### config.mk
export PLATFORM = sky130hd
export DESIGN_NAME = seg_scan
export DESIGN_NICKNAME = d
export VERILOG_FILES = /design/src/rtl/seg_scan_pkg.sv /design/src/rtl/seg_scan_timer.sv /design/src/rtl/seg_scan.sv
export SDC_FILE = /design/constraint.sdc
export NUM_CORES = 1
export LEC_CHECK = 0
export CELL_PAD_IN_SITES_DETAIL_PLACEMENT = 1
export CELL_PAD_IN_SITES_GLOBAL_PLACEMENT = 1
export CORE_ASPECT_RATIO = 1.5
export CORE_UTILIZATION = 30
export DETAILED_ROUTE_END_ITERATION = 10
export PLACE_DENSITY = 0.6
export REMOVE_ABC_BUFFERS = 1
export SLEW_MARGIN = 20
export SYNTH_ARGS = -nofsm -noshare
export SYNTH_HDL_FRONTEND = slang
export SYNTH_SLANG_ARGS = --single-unit
### constraint.sdc
create_clock -name clk -period 5.8 [get_ports clk]
set_clock_uncertainty 0.15 [all_clocks]
set_input_delay 0.87 -clock clk [delete_from_list [all_inputs] [get_ports clk]]
set_output_delay 0.87 -clock clk [all_outputs]
set_load 0.1 [all_outputs]
### src/rtl/seg_scan_pkg.sv
// Shared definitions for the seven-segment scanner: widths, off-levels and FSM encoding.
package seg_scan_pkg;

  localparam int unsigned SEG_W = 7;
  localparam int unsigned AN_W  = 8;
  localparam int unsigned IDX_W = 3;

  localparam logic [SEG_W-1:0] SEG_OFF = 7'h7F;
  localparam logic [AN_W-1:0]  AN_OFF  = 8'hFF;

  typedef enum logic {
    ST_BLANK = 1'b0,
    ST_SHOW  = 1'b1
  } scan_state_e;

  function automatic int unsigned max_u(input int unsigned a, input int unsigned b);
    return (a > b) ? a : b;
  endfunction

endpackage

### src/rtl/seg_scan_timer.sv
// Window timer for the scanner: loadable down-counter with a done pulse on its last cycle.
module scan_timer #(
  parameter int unsigned CNT_W   = 16,
  parameter int unsigned RST_VAL = 1
) (
  input  logic             clk,
  input  logic             rst_n,
  input  logic             i_load,
  input  logic [CNT_W-1:0] i_load_val,
  output logic             o_done_c
);

  logic [CNT_W-1:0] r_cnt;

  always_ff @(posedge clk or negedge rst_n) begin
    if (!rst_n) begin
      r_cnt <= CNT_W'(RST_VAL);
    end else if (i_load) begin
      r_cnt <= i_load_val;
    end else if (r_cnt != '0) begin
      r_cnt <= r_cnt - CNT_W'(1);
    end
  end

  // A window loaded with N ends on the cycle the count reads 1, giving exactly N cycles.
  assign o_done_c = (r_cnt == CNT_W'(1));

endmodule

### src/rtl/seg_scan.sv
// Multiplexed seven-segment scanner: pattern buffer, BLANK/SHOW sequencer and registered drive.
module seg_scan
  import seg_scan_pkg::*;
#(
  parameter int unsigned DIGITS = 8,
  parameter int unsigned DWELL  = 50000,
  parameter int unsigned BLANK  = 4
) (
  input  logic             clk,
  input  logic             rst,
  input  logic             en,
  input  logic             wr_en,
  input  logic [IDX_W-1:0] wr_addr,
  input  logic [SEG_W-1:0] wr_seg,
  output logic [SEG_W-1:0] seg_out,
  output logic [AN_W-1:0]  an,
  output logic [IDX_W-1:0] digit_idx
);

  localparam int unsigned      CNT_W    = $clog2(max_u(DWELL, BLANK) + 1);
  localparam logic [IDX_W-1:0] LAST_IDX = IDX_W'(DIGITS - 1);

  scan_state_e      r_state;
  scan_state_e      w_state_nxt;
  logic [IDX_W-1:0] r_idx;
  logic [IDX_W-1:0] w_idx_nxt;
  logic [SEG_W-1:0] r_buf [DIGITS];
  logic [SEG_W-1:0] w_pat;
  logic [SEG_W-1:0] r_seg;
  logic [SEG_W-1:0] w_seg_nxt;
  logic [AN_W-1:0]  r_an;
  logic [AN_W-1:0]  w_an_nxt;
  logic             w_load;
  logic [CNT_W-1:0] w_load_val;
  logic             w_done;

  scan_timer #(
    .CNT_W  (CNT_W),
    .RST_VAL(BLANK)
  ) u_timer (
    .clk       (clk),
    .rst_n     (rst),
    .i_load    (w_load),
    .i_load_val(w_load_val),
    .o_done_c  (w_done)
  );

  // Addresses at or beyond DIGITS match no entry and are dropped.
  always_ff @(posedge clk or negedge rst) begin
    if (!rst) begin
      for (int i = 0; i < int'(DIGITS); i++) begin
        r_buf[i] <= '0;
      end
    end else if (wr_en) begin
      for (int i = 0; i < int'(DIGITS); i++) begin
        if (wr_addr == IDX_W'(i)) begin
          r_buf[i] <= wr_seg;
        end
      end
    end
  end

  // Current digit's pattern, bypassing a same-cycle write so a live update shows one cycle later.
  always_comb begin
    w_pat = '0;
    for (int i = 0; i < int'(DIGITS); i++) begin
      if (r_idx == IDX_W'(i)) begin
        w_pat = r_buf[i];
      end
    end
    if (wr_en && (wr_addr == r_idx)) begin
      w_pat = wr_seg;
    end
  end

  always_ff @(posedge clk or negedge rst) begin
    if (!rst) begin
      r_state <= ST_BLANK;
      r_idx   <= '0;
      r_an    <= AN_OFF;
      r_seg   <= SEG_OFF;
    end else begin
      r_state <= w_state_nxt;
      r_idx   <= w_idx_nxt;
      r_an    <= w_an_nxt;
      r_seg   <= w_seg_nxt;
    end
  end

  always_comb begin
    w_state_nxt = r_state;
    w_idx_nxt   = r_idx;
    w_load      = 1'b0;
    w_load_val  = CNT_W'(BLANK);
    w_an_nxt    = AN_OFF;
    w_seg_nxt   = SEG_OFF;
    if (!en) begin
      // Disabled: park in a fresh BLANK window on the held digit.
      w_state_nxt = ST_BLANK;
      w_load      = 1'b1;
    end else begin
      case (r_state)
        ST_BLANK: begin
          if (w_done) begin
            w_state_nxt = ST_SHOW;
            w_load      = 1'b1;
            w_load_val  = CNT_W'(DWELL);
          end
        end
        ST_SHOW: begin
          w_an_nxt  = ~(AN_W'(1) << r_idx);
          w_seg_nxt = ~w_pat;
          if (w_done) begin
            w_state_nxt = ST_BLANK;
            w_load      = 1'b1;
            w_idx_nxt   = (r_idx == LAST_IDX) ? '0 : r_idx + IDX_W'(1);
          end
        end
        default: begin
          w_state_nxt = ST_BLANK;
        end
      endcase
    end
  end

  assign seg_out   = r_seg;
  assign an        = r_an;
  assign digit_idx = r_idx;

endmodule
==> results.sh <==
export IMPL_via_per_inst=5.221
export IMPL_grt_overflow=0
export IMPL_ios=32
export IMPL_final_cells=630
export IMPL_rsz0062_at_grt="no"
export IMPL_critical_path_max_fanout=17
export IMPL_p_leak_nw=2.175
export IMPL_die_width_um=102.2
export IMPL_dieArea_um2=15560
export IMPL_fin_ws_ns=2.653
export IMPL_slew_violations=0
export IMPL_cp_buffers_inverters=2
export IMPL_cts_root_buf="clkbuf_16"
export IMPL_cap_viol_max_count=0
export IMPL_cts_resized=0
export IMPL_syn_area_um2=4516
export IMPL_reg2reg_from="u_timer.r_cnt[0]"
export IMPL_drc=0
export IMPL_synthArstFlopShare=1.000
export IMPL_r2r_end="u_timer.r_cnt[11]"
export IMPL_die_h_um=152.3
export IMPL_reg2reg_setup_slack_ns=3.11
export IMPL_final_common_cell="dfrtp_1"
export IMPL_grt_pass1_wl_um=19340
export IMPL_clkSinkCount=91
export IMPL_crit_end="digit_idx[2]"
export IMPL_required_ns=4.78
export IMPL_path_depth=2
export IMPL_syn_inst=404
export IMPL_clock_path_buffers=2
export IMPL_grt_max_degree=53
export IMPL_yosysUniqueCellTypes=53
export IMPL_area_growth_pct=17.62
export IMPL_h_tree_depth=3
export IMPL_hpwl_um=8114
export IMPL_cts_tree="done"
export IMPL_total_power_mw=2.164
export IMPL_dr_pass1_iters=4
export IMPL_synth_top_cell_area_share=0.4156
export IMPL_dr_total_vias=3289
export IMPL_timing_slew_headroom=0.3493
export IMPL_r2r_cells=7
export IMPL_avgSynthCellArea_um2=11.18
export IMPL_n_antenna_cell=0
export IMPL_clkTransAtPathRegs_ns=0.07
export IMPL_clock_latency_ns=0.35
export IMPL_cp_slowest_stage_delay_ns=1.18
export IMPL_min_path_type="in -> async"
export IMPL_hold_viol=0
export IMPL_drive_above_1_share=0.2419
export IMPL_synth_top_area_cell="dfrtp_1"
export IMPL_period_share=0.5426
export IMPL_critPathSlowestCell="clkdlybuf4s50_1"
export IMPL_grt_pass1_vias=3515
export IMPL_core_area_um2=14590
export IMPL_initial_core_util=0.3094
export IMPL_critical_path_arrival_ns=2.13
export IMPL_fin_crit_ns=3.147
export IMPL_yosysSeqAreaShare=0.5087
export IMPL_powerDensity_nw_per_um2=407.5
export IMPL_port_buffers=31
export IMPL_numCtsBuffers=9
export IMPL_startpoint_type="flop"
export IMPL_synth_edff_count=0
export IMPL_setup_viol=0
export IMPL_worst_pin_slew_ns=0.9731
export IMPL_postCtsSetupRepairBufs=0
export IMPL_peakVddDrop_mv=0.2327
export IMPL_yosys_top_cells_area="dfrtp_1 (42%), mux2_2 (12%), dfstp_2 (9.3%)"
export IMPL_tns_ns=0
export IMPL_place_gp_congestion=0.7185
export IMPL_wire_per_inst_um=19.04
export IMPL_drt_initial_drc_count=122
export IMPL_rows=54
export IMPL_synth_seq_cells=91
export IMPL_grt_usage=0.1661
export IMPL_path_class="reg -> out"
export IMPL_final_nets=452
export IMPL_ys_warn_count=0
export IMPL_cp_end_kind="primary output"
export IMPL_status="complete, no violations"
export IMPL_crit_start="digit_idx[2]"
export IMPL_antenna_found_initial=0
export IMPL_post_place_ws_ns=2.575
export IMPL_drtAntennaViolNets=0
export IMPL_placed_cells=614
export IMPL_final_cell_mix="dfrtp_1 (75), mux2_2 (50), nand2_1 (33)"
export IMPL_ys_flop_type="dfrtp_1"
export IMPL_routed_wl_um=12000
export IMPL_max_freq_mhz=317.7
export IMPL_path_delay_family="buffers and inverters"
export IMPL_hold_buffers=0
export IMPL_crit_chain="buf_4 -> clkdlybuf4s50_1"
-- layer usage --
metal,part of all wire,vias up,track usage
met5,0,-,0
met4,0.019,0,0.06122
met3,0.020,15,0.03028
met2,0.54,38,0.2979
met1,0.42,1723,0.1917
li1,-,1513,-
-- final cells by class --
class                   count  area [µm²]
flip-flops and latches     91        2297
clock inverters             3       46.29
well taps                 196       245.2
inverters                  17       63.81
clock buffers              13       260.3
multi-input cells         272        2038
fillers                  1644        9283
repair buffers             38       360.3
-- stage by stage --
| step | instance area [µm²] | hold WS (ns) | util |
|---|---|---|---|
| 2_1_floorplan | 4389 | 0.3199 | - |
| 3_3_place_gp | 4995 | 0.3365 | 0.3423 |
| 3_5_place_dp | 4995 | 0.3392 | 0.3423 |
| 4_1_cts | 5301 | 0.3549 | 0.3633 |
| 5_1_grt | 5311 | 0.3656 | 0.3639 |
| 6_report | 5311 | 0.3456 | 0.3639 |
-- report_power, final --
part	internal (mW)	leakage, nW	total (mW)	switching (mW)
Sequential	0.773	1.10	0.868	0.0947
Clock	0.360	0.146	0.608	0.249
Combinational	0.293	0.927	0.688	0.395
-- synthesized netlist by cell type (12+ instances only) --
library cell	instances
dfrtp_1	75
mux2_2	50
nand2_1	33
clkbuf_1	19
o21ai_0	18
dfstp_2	16
inv_1	16
a21oi_1	15
nor3_1	14
a221oi_1	13
nor2_1	13
nand3b_1	12
-- how the worst min path moves through the flow --
| stage | to | cells past startpoint |
|---|---|---|
| CTS | r_buf[54] | 1 |
| floorplan | r_buf[0] | 1 |
| finish | r_buf[54] | 1 |
| global placement | r_buf[11] | 1 |
| detailed placement | r_buf[6] | 1 |
| global route | r_buf[40] | 1 |
-- registers in the layout, indices dropped and copies added (netlist names) --
register / count
r_state: 1
digit_idx: 3
an: 8
u_timer.r_cnt: 16
seg_out: 7
r_buf: 56
-- kinds of logic (layout without fill, tap and decap cells) --
group                      count (synthesis)  in the layout  share of synthesized area
AOI/OAI and AO/OA                         74             74                     0.1125
DFF                                       91             91                     0.5087
adders and majority gates                  9              9                    0.02494
and+or+nand+nor                          129            129                     0.1676
xor gates and xnor gates                  10             10                    0.01940
buffers and inverters                     41             71                    0.04212
muxes                                     50             50                     0.1247
Note: power is estimated with default switching activity, not from simulation.
